### config.mk
export PLATFORM = sky130hd
export DESIGN_NAME = display_scan_controller
export DESIGN_NICKNAME = d
export VERILOG_FILES = /design/src/rtl/display_scan_controller.sv
export SDC_FILE = /design/constraint.sdc
export NUM_CORES = 1
export LEC_CHECK = 0
export BUFFER_PORTS_ARGS = -buffer_cell sky130_fd_sc_hd__buf_2
export CAP_MARGIN = 20
export CELL_PAD_IN_SITES_DETAIL_PLACEMENT = 1
export CELL_PAD_IN_SITES_GLOBAL_PLACEMENT = 2
export CORE_UTILIZATION = 40
export CTS_CLUSTER_SIZE = 24
export DETAILED_ROUTE_END_ITERATION = 10
export PLACE_DENSITY = 0.95
export SLEW_MARGIN = 40
export SYNTH_ARGS = -nofsm -noshare
export SYNTH_HDL_FRONTEND = slang
export SYNTH_SLANG_ARGS = --single-unit
export TNS_END_PERCENT = 20
### constraint.sdc
create_clock -name clock -period 6.7 [get_ports clock]
set_input_delay 1.675 -clock clock [delete_from_list [all_inputs] [get_ports clock]]
set_output_delay 1.675 -clock clock [all_outputs]
set_load 0.02 [all_outputs]
### src/rtl/display_scan_controller.sv
// Four-digit seven-segment scan controller with frame-aligned digit updates,
// "Erro" message sequencing, leading-zero blanking and per-slot guard time.
module display_scan_controller #(
  parameter int SCAN_DIV = 50000,
  parameter int GUARD    = 2
) (
  input  logic        clock,
  input  logic        reset,
  input  logic        enable,
  input  logic [15:0] digits,
  input  logic        load,
  input  logic        error,
  input  logic        blank_lz,
  output logic [3:0]  code,
  output logic [3:0]  digit_n,
  output logic        frame_done
);

  localparam int            CW   = (SCAN_DIV > 1) ? $clog2(SCAN_DIV) : 1;
  localparam logic [CW-1:0] LAST = CW'(SCAN_DIV - 1);

  typedef enum logic [1:0] {S_IDLE, S_GUARD, S_DRIVE} state_e;

  state_e        state_q, state_d;
  logic [1:0]    slot_q, slot_d;
  logic [CW-1:0] cnt_q, cnt_d;
  logic [15:0]   hold_q, hold_d;
  logic          pend_q, pend_d;
  logic [15:0]   shadow_q, shadow_d;
  logic          err_q, err_d;
  logic [3:0]    code_q, code_d;
  logic [3:0]    dn_q, dn_d;
  logic          fd_q, fd_d;

  logic          boundary;
  logic          fault;
  logic          blank;
  logic [3:0]    nib;
  logic [3:0]    err_code;

  // State, counters, buffers and registered outputs
  always_ff @(posedge clock or posedge reset) begin
    if (reset) begin
      state_q  <= S_IDLE;
      slot_q   <= 2'd0;
      cnt_q    <= '0;
      hold_q   <= 16'h0000;
      pend_q   <= 1'b0;
      shadow_q <= 16'h0000;
      err_q    <= 1'b0;
      code_q   <= 4'h0;
      dn_q     <= 4'hF;
      fd_q     <= 1'b0;
    end else begin
      state_q  <= state_d;
      slot_q   <= slot_d;
      cnt_q    <= cnt_d;
      hold_q   <= hold_d;
      pend_q   <= pend_d;
      shadow_q <= shadow_d;
      err_q    <= err_d;
      code_q   <= code_d;
      dn_q     <= dn_d;
      fd_q     <= fd_d;
    end
  end

  // Next state; outputs are derived from the next-state values so that each
  // slot's code/select are already valid on the slot's first cycle.
  always_comb begin
    state_d  = state_q;
    slot_d   = slot_q;
    cnt_d    = cnt_q;
    hold_d   = hold_q;
    pend_d   = pend_q;
    shadow_d = shadow_q;
    err_d    = err_q;
    fault    = 1'b0;
    blank    = 1'b0;
    nib      = 4'h0;
    err_code = 4'h0;
    code_d   = 4'h0;
    dn_d     = 4'hF;
    fd_d     = 1'b0;

    // Frame boundary: leaving IDLE, or the last cycle of slot 3
    boundary = enable && ((state_q == S_IDLE) || ((slot_q == 2'd3) && (cnt_q == LAST)));

    // Slot/cycle sequencing; counters sit at zero while disabled
    if (!enable) begin
      state_d = S_IDLE;
      slot_d  = 2'd0;
      cnt_d   = '0;
    end else begin
      if (state_q == S_IDLE) begin
        slot_d = 2'd0;
        cnt_d  = '0;
      end else if (cnt_q == LAST) begin
        slot_d = slot_q + 2'd1;
        cnt_d  = '0;
      end else begin
        cnt_d  = cnt_q + CW'(1);
      end
      state_d = (int'(cnt_d) < GUARD) ? S_GUARD : S_DRIVE;
    end

    // Double buffering: a load on the boundary cycle bypasses the holding register
    if (boundary) begin
      if (load) begin
        shadow_d = digits;
        hold_d   = digits;
        pend_d   = 1'b0;
      end else if (pend_q) begin
        shadow_d = hold_q;
        pend_d   = 1'b0;
      end
      for (int i = 0; i < 4; i++) begin
        if (shadow_d[4*i +: 4] > 4'd9) fault = 1'b1;
      end
      err_d = error | fault;
    end else if (load) begin
      hold_d = digits;
      pend_d = 1'b1;
    end

    nib = shadow_d[{slot_d, 2'b00} +: 4];

    case (slot_d)
      2'd0:    err_code = 4'b1111;  // 'o'
      2'd1:    err_code = 4'b1110;  // 'r'
      2'd2:    err_code = 4'b1110;  // 'r'
      default: err_code = 4'b1100;  // 'E'
    endcase

    // Leading-zero suppression follows blank_lz live, never in error mode
    if (blank_lz && !err_d) begin
      case (slot_d)
        2'd3:    blank = (shadow_d[15:12] == 4'h0);
        2'd2:    blank = (shadow_d[15:8]  == 8'h00);
        2'd1:    blank = (shadow_d[15:4]  == 12'h000);
        default: blank = 1'b0;
      endcase
    end

    if (state_d != S_IDLE) begin
      code_d = err_d ? err_code : nib;
      if ((state_d == S_DRIVE) && !blank) dn_d = ~(4'b0001 << slot_d);
      fd_d   = (slot_d == 2'd3) && (cnt_d == LAST);
    end
  end

  assign code       = code_q;
  assign digit_n    = dn_q;
  assign frame_done = fd_q;

endmodule
==> summary.md, run 1 <==
| Metric | Value |
|---|---|
| Post-synth EDFFs | 0 |
| Dpl cell area | 3710 µm² |
| DRT Pass-1 Iters | 4 |
| Hold path endpoint | shadow_q[12] |
| Multi-input gate area | 1730 µm² |
| Ys Warns | 0 |
| Chip height | 96.3 µm |
| Leak | 0.00170 µW |
| Setup TNS | 0 ps |
| Post-DP HPWL | 6440 µm |
| Post-CTS Setup Repair Bufs | 0 |
| H-tree levels | 3 |
| R2R Setup Slk | 3230 ps |
| Hold Fails Final Rpt | 0 |
| VDD IR-drop max | 0.000123 V |
| Antenna violations before repair | 0 |
| Hold Crit Depth | 1 |
| Grt met1 use | 27.5% |
| Largest net degree at the start of global routing | 64 |
| Inst Count DP | 495 |
| Comb power frac | 18.3% |
| Sequential share of the synthesized area | 44.5% |
| Status | complete, no violations |
| ANT nets after route | 0 |
| Cell variety after synth | 66 |
| Initial Util | 41.0% |
| Top Usage Layer GRT | met2 |
| Nets | 422 |
| Clock power share | 34.5% |
| Ports | 31 |
| Non-Filler Instances | 511 |
| Power per Cell Area | 248 nW/µm² |
| Reg2Reg Depth | 8 |
| Sw frac | 31.1% |
| Post-route DRC | 0 |
| Startpoint Class | input port |
| Type of the most critical hold path | flip-flop to flip-flop |
| Routed length per instance | 17.5 µm |
| Cells resized by post-CTS repair | 0 |
| Overflow after GRT | 0 |
| Syn avg cell area | 9.31 µm² |
| Largest family of logic cells by synthesized area | simple AND/OR/NAND/NOR gates |
| Vias | 2,867 |
| Clock slew at reported path FFs | 70 ps |
| GP Congestion | 0.770 |
| Worst Tran Pin Value | 718 ps |
| Slew HR | 52.1% |
| NetSw | 302 µW |
| MaxCap Viol Count | 0 |
| FF+latch count, synth | 63 |
| WS Path Type | input port to flip-flop |
| Final Max Tran Viols | 0 |
| Via density | 5.61 |
| Fill cells | 1,007 |
| Hold_buf cts | 0 |
| Adder-cell share of the synthesized area | 0.704% |
| Arrival time at the worst endpoint | 4230 ps |
| Area grow syn2layout | 10.1% |
| Internal power | 669 µW |
| Mux contribution to synthesized area | 6.23% |
| Reg area | 1580 µm² |
| Met3 GRT Util | 4.74% |
| Final Skew | 12.3 ps |
| FFs w/ async S/R, synth | 100% |
| RSZ-0062 raised after global routing | false |
| FMAX | 253 MHz |
| Crit end category | flip-flop |
| RR Startpoint | cnt_q[0] |
| Core area | 8680 µm² |
| Post-synthesis xor/xnor area fraction | 4.93% |
| Syn_nets | 406 |
| CTS tree | done |
| Die area | 9270 µm² |
| Worst Path Required | 6970 ps |
| Post-layout instance area | 3920 µm² |
| Post-synthesis compound-gate area fraction | 17.4% |
| Sequential share of power | 47.2% |
| First-pass GRT wire length | 15,100 µm |
| Die Width | 96.3 µm |
| Min Tclk post-route | 3960 ps |
| Final Cycle Share | 59.1% |
| Root Driver | clkbuf_8 |
| Reg-to-Reg End | digit_n[2] |
| Antenna diodes | 0 |
| FP Rows | 34 |
| Iteration-0 DRC count of the detailed router | 70 |
| Vias in the first global route | 2,945 |
| Syn Std Cell Area | 3560 µm² |
| Clk sinks | 63 |
| Clk_lat worst skew | 360 ps |
| Tot GR Track Use | 21.5% |
| Final wirelength | 8960 µm |
| Layout cells sized above 1 | 17.6% |
| Hold path startpoint | shadow_q[12] |
| Final setup fails | 0 |
| Worst hold slack | 517 ps |
| Critical path peak fanout | 46 |
| Ys flop type | dfrtp_1 |
| Num CTS Buffers | 9 |
| I/O Buffers | 30 |
| Syn Inst Count | 382 |
| GR met2 Demand/Resource | 35.9% |
| Clock Path Buffers | 2 |
| Synth Area in Simple Gates | 19.1% |
| Core Util, Final | 45.1% |
## final cells by class
type,instances,area share [%]
clock buffer,9,3.16
clock inverter,7,1.88
inverter,30,2.88
multi-input combinational,263,44.1
sequential,63,40.4
tap,108,3.45
timing repair buffer,31,4.12
## metal layers
layer  vias to the layer above  routed length (µm)
met5                         -                   0
met4                         0                 140
met3                        15                 234
met2                        35                4460
met1                      1437                4130
li1                       1380                   -
## cells by family (layout without fill, tap and decap cells)
family                     Yosys count  in the layout
AOI/OAI and AO/OA                   90             90
adders and majority gates            2              2
muxes                               21             21
and+or+nand+nor                    130            130
xor gates and xnor gates            20             20
DFF                                 63             63
buffers and inverters               56             77
## worst max path at each step
stage / end / startpoint
after detailed placement: digit_n[2] / load
final: digit_n[2] / load
after global placement: digit_n[2] / load
after CTS: digit_n[2] / enable
after floorplan: digit_n[1] / enable
after global routing: digit_n[2] / load
## through the flow
step / total power (µW) / setup WS [ps]
final: 971 / 2740
after global routing: 1020 / 2460
after CTS: 980 / 2730
after detailed placement: 642 / 2400
after global placement: 634 / 2480
after floorplan: 587 / 2870
## power groups by stage
stage / combinational, µW / clock [µW] / sequential (µW)
6_report: 178 / 335 / 458
5_1_grt: 199 / 358 / 464
4_1_cts: 179 / 343 / 458
3_5_place_dp: 178 / 0 / 465
3_3_place_gp: 171 / 0 / 462
2_1_floorplan: 134 / 0 / 452
## layout by cell type, fill, tap and decap left out, types with 3 or more instances in the layout
| cell type | instances |
|---|---|
| nor4_1 | 3 |
| nor3b_1 | 3 |
| o21ai_0 | 25 |
| xnor2_1 | 12 |
| o21a_1 | 9 |
| inv_1 | 28 |
| clkinv_4 | 3 |
| nor2_1 | 27 |
| nor2b_1 | 6 |
| buf_2 | 30 |
| nand2_1 | 34 |
| a31oi_1 | 9 |
| nand2b_1 | 3 |
| nand4_1 | 7 |
| o31ai_1 | 3 |
| dfrtp_1 | 58 |
| dfstp_2 | 4 |
| or3_1 | 5 |
| clkbuf_8 | 9 |
| a21oi_1 | 13 |
| mux2_2 | 5 |
| o22a_1 | 3 |
| nor3_1 | 8 |
| nand3_1 | 14 |
| mux2i_1 | 15 |
| a41oi_1 | 3 |
| xor2_1 | 8 |
| and3_1 | 4 |
## cell usage after synthesis (5+ instances only)
library cell   n  area share [%]
a21oi_1       13             1.8
a31oi_1        9             1.6
buf_6          5             1.6
clkbuf_1      15             1.6
dfrtp_1       59              42
inv_1         29             3.1
mux2_2         5             1.6
mux2i_1       15             4.2
nand2_1       34             3.6
nand3_1       14             2.0
nand4_1        7             1.2
nor2_1        27             2.9
nor2b_1        6             1.1
nor3_1         8             1.1
o21a_1         9             1.9
o21ai_0       25             3.5
or3_1          5            0.88
xnor2_1       12             3.0
xor2_1         8             2.0
## sequential cells by signal (all words and copies together), names as in the netlist
register and flops:
pend_q 1, digit_n 4, slot_q 2, cnt_q 16
state_q 2, frame_done 1, err_q 1, shadow_q 16
hold_q 16, code 4
## critical path, cell delays in order
cell and delay [ps]:
buf_2 560, clkinv_1 500, mux2i_1 250, a21oi_1 80, nor3_1 170, a21oi_1 210
or4_4 600, o211ai_1 190
Power figures use the tool's default switching activity.
==> run 2: changes to the inputs <==
CORE_UTILIZATION = 34   (was 40)
PLACE_DENSITY = 0.88   (was 0.95)
clock period = 3.6 ns   (was 6.7 ns; I/O delays follow)
==> run 2 against run 1 <==
Effect of this change:
- clock skew rose by 2.6 ps
- count of clock-buffer cells in the layout did not move
- sequential share of layout area fell by 1.1 points
- worst hold slack improved by 4.5 ps
- power rose by 88%
- critical path type is now flip-flop to flip-flop
- largest power group unchanged
==> summary.md, run 2 (synthesis gave the netlist of run 1 again) <==
| Metric | Value |
|---|---|
| Non-Filler Instances | 545 (was 511) |
| Nets | 431 (was 422) |
| Post-route DRC | 0 (unchanged) |
| Internal power | 1260 µW (was 669 µW) |
| Reg2Reg Depth | 8 (unchanged) |
| Final wirelength | 9360 µm (was 8960 µm) |
| Hold path startpoint | shadow_q[0] (was shadow_q[12]) |
| Hold Crit Depth | 1 (unchanged) |
| Commonest cells after routing, fill and taps aside | dfrtp_1 (59), nand2_1 (34), buf_2 (30), inv_1 (28), nor2_1 (27) (was dfrtp_1 (58), nand2_1 (34), buf_2 (30), inv_1 (28), nor2_1 (27)) |
| Worst Tran Pin Value | 667 ps (was 718 ps) |
| Clk_lat worst skew | 350 ps (was 360 ps) |
| Cells resized by post-CTS repair | 0 (unchanged) |
| Ports | 31 (unchanged) |
| Final Cycle Share | 83.9% |
| Die area | 10,900 µm² (was 9270 µm²) |
| Worst hold slack | 521 ps (was 517 ps) |
| Initial Util | 35.7% (was 41.0%) |
| Arrival time at the worst endpoint | 3290 ps (was 4230 ps) |
| Comb power frac | 19.5% (was 18.3%) |
| GP Congestion | 0.864 (was 0.770) |
| Sw frac | 31.2% (was 31.1%) |
| Via density | 5.29 (was 5.61) |
| Final setup fails | 0 (unchanged) |
| Core Util, Final | 40.4% (was 45.1%) |
| Sequential share of power | 46.5% (was 47.2%) |
| DRT Pass-1 Iters | 4 (unchanged) |
| Chip height | 104 µm (was 96.3 µm) |
| Post-DP HPWL | 6930 µm (was 6440 µm) |
| Hold_buf cts | 0 (unchanged) |
| Final Skew | 14.9 ps (was 12.3 ps) |
| Clock slew at reported path FFs | 70 ps (about the same) |
| Vias in the first global route | 3,064 (was 2,945) |
| RR Startpoint | cnt_q[0] (unchanged) |
| Core area | 9950 µm² (was 8680 µm²) |
| Power, Total | 1830 µW (was 971 µW) |
| Startpoint Class | flip-flop (was input port) |
| Clock Path Buffers | 2 (unchanged) |
| CTS tree | done (unchanged) |
| Status | complete, no violations (unchanged) |
| Crit end category | flip-flop (unchanged) |
| Tot GR Track Use | 18.7% (was 21.5%) |
| Area grow syn2layout | 13.1% (was 10.1%) |
| Largest regs | cnt_q (16), hold_q (16), shadow_q (16) (unchanged) |
| FP Rows | 36 (was 34) |
| Min Tclk post-route | 3020 ps |
| H-tree levels | 3 (unchanged) |
| Slew HR | 55.0% (was 52.1%) |
| Setup TNS | 0 ps (unchanged) |
| Critical path peak fanout | 8 (was 46) |
| VDD IR-drop max | 0.000190 V (was 0.000123 V) |
| Type of the most critical hold path | flip-flop to flip-flop (unchanged) |
| RSZ-0062 raised after global routing | false (unchanged) |
| Final Max Tran Viols | 0 (unchanged) |
| NetSw | 569 µW (was 302 µW) |
| Largest net degree at the start of global routing | 41 (was 64) |
| Clk sinks | 63 (unchanged) |
| Power per Cell Area | 454 nW/µm² (was 248 nW/µm²) |
| I/O Buffers | 30 (unchanged) |
| Antenna diodes | 0 (unchanged) |
| MaxCap Viol Count | 0 (unchanged) |
| Iteration-0 DRC count of the detailed router | 96 (was 70) |
| Root Driver | clkbuf_8 (unchanged) |
| Vias | 2,881 (was 2,867) |
| Reg-to-Reg End | digit_n[1] (was digit_n[2]) |
| Clock power share | 34.0% (was 34.5%) |
| ANT nets after route | 0 (unchanged) |
| Fill cells | 1,158 (was 1,007) |
| R2R Setup Slk | 580 ps (was 3230 ps) |
| Multi-input gate area | 1730 µm² (unchanged) |
| Overflow after GRT | 0 (unchanged) |
| Num CTS Buffers | 9 (unchanged) |
| Hold path endpoint | shadow_q[0] (was shadow_q[12]) |
| Worst Path Required | 3870 ps (was 6970 ps) |
| Post-CTS Setup Repair Bufs | 0 (unchanged) |
| Most common cell after layout, fill and taps aside | dfrtp_1 (unchanged) |
| Leak | 0.00175 µW (was 0.00170 µW) |
| First-pass GRT wire length | 16,200 µm (was 15,100 µm) |
| Hold Fails Final Rpt | 0 (unchanged) |
| Die Width | 104 µm (was 96.3 µm) |
| WS Path Type | flip-flop to flip-flop (was input port to flip-flop) |
| FMAX | 331 MHz |
| Inst Count DP | 529 (was 495) |
| Layout cells sized above 1 | 19.2% (was 17.6%) |
| Antenna violations before repair | 0 (unchanged) |
| Routed length per instance | 17.2 µm (was 17.5 µm) |
| Reg area | 1580 µm² (about the same) |
-- run 2: changes by cell type in the layout (fill, tap and decap cells not counted), sizes merged --
cell / previous run / this run
buf: 31 / 40
-- run 2: worst max path at each step --
| stage | start | end | slack, ps | cells after the start |
|---|---|---|---|---|
| 2_1_floorplan | enable | digit_n[1] | 540 | 7 |
| 3_3_place_gp | enable | digit_n[2] | 490 | 8 |
| 3_5_place_dp | enable | digit_n[2] | 390 | 7 |
| 4_1_cts | cnt_q[0] | digit_n[2] | 570 | 8 |
| 5_1_grt | cnt_q[0] | code[1] | 320 | 7 |
| 6_report | cnt_q[0] | digit_n[1] | 580 | 8 |
-- run 2: area by class of cell --
| type | instances | area share, % |
|---|---|---|
| multi-input combinational | 263 | 42.9 |
| sequential | 63 | 39.3 |
| timing repair buffer | 40 | 5.91 |
| tap | 133 | 4.14 |
| clock buffer | 9 | 3.08 |
| inverter | 30 | 2.80 |
| clock inverter | 7 | 1.84 |
-- run 2: layer usage --
metal  share of wire (%)  wire [µm]  global-route usage, %  vias to the layer above
met4                 1.6        153                   6.12                        0
met2                  48       4500                   30.3                       49
li1                    -          -                      -                     1395
met5                   0          0                      0                        -
met1                  47       4380                   24.7                     1423
met3                 3.4        317                   3.95                       14
-- run 2: power groups by stage --
| stage | combinational [µW] | clock [µW] | sequential (µW) |
|---|---|---|---|
| 3_5_place_dp | 354 | 0 | 862 |
| 6_report | 355 | 621 | 849 |
| 3_3_place_gp | 339 | 0 | 857 |
| 2_1_floorplan | 250 | 0 | 842 |
| 4_1_cts | 357 | 636 | 848 |
| 5_1_grt | 395 | 659 | 857 |
-- run 2: through the flow --
| stage | setup slack (ps) | instance area (µm²) |
|---|---|---|
| after global routing | 320 | 4020 |
| after CTS | 575 | 4020 |
| after global placement | 486 | 3820 |
| after floorplan | 543 | 3560 |
| after detailed placement | 389 | 3820 |
| final | 580 | 4020 |
-- run 2: critical path, stage by stage (launching register included) --
cell	delay, ps
dfrtp_1	440
ha_1	290
and3_4	290
nand4_1	320
or3_1	430
a21oi_1	250
a41oi_1	200
or4_4	540
o211ai_1	170
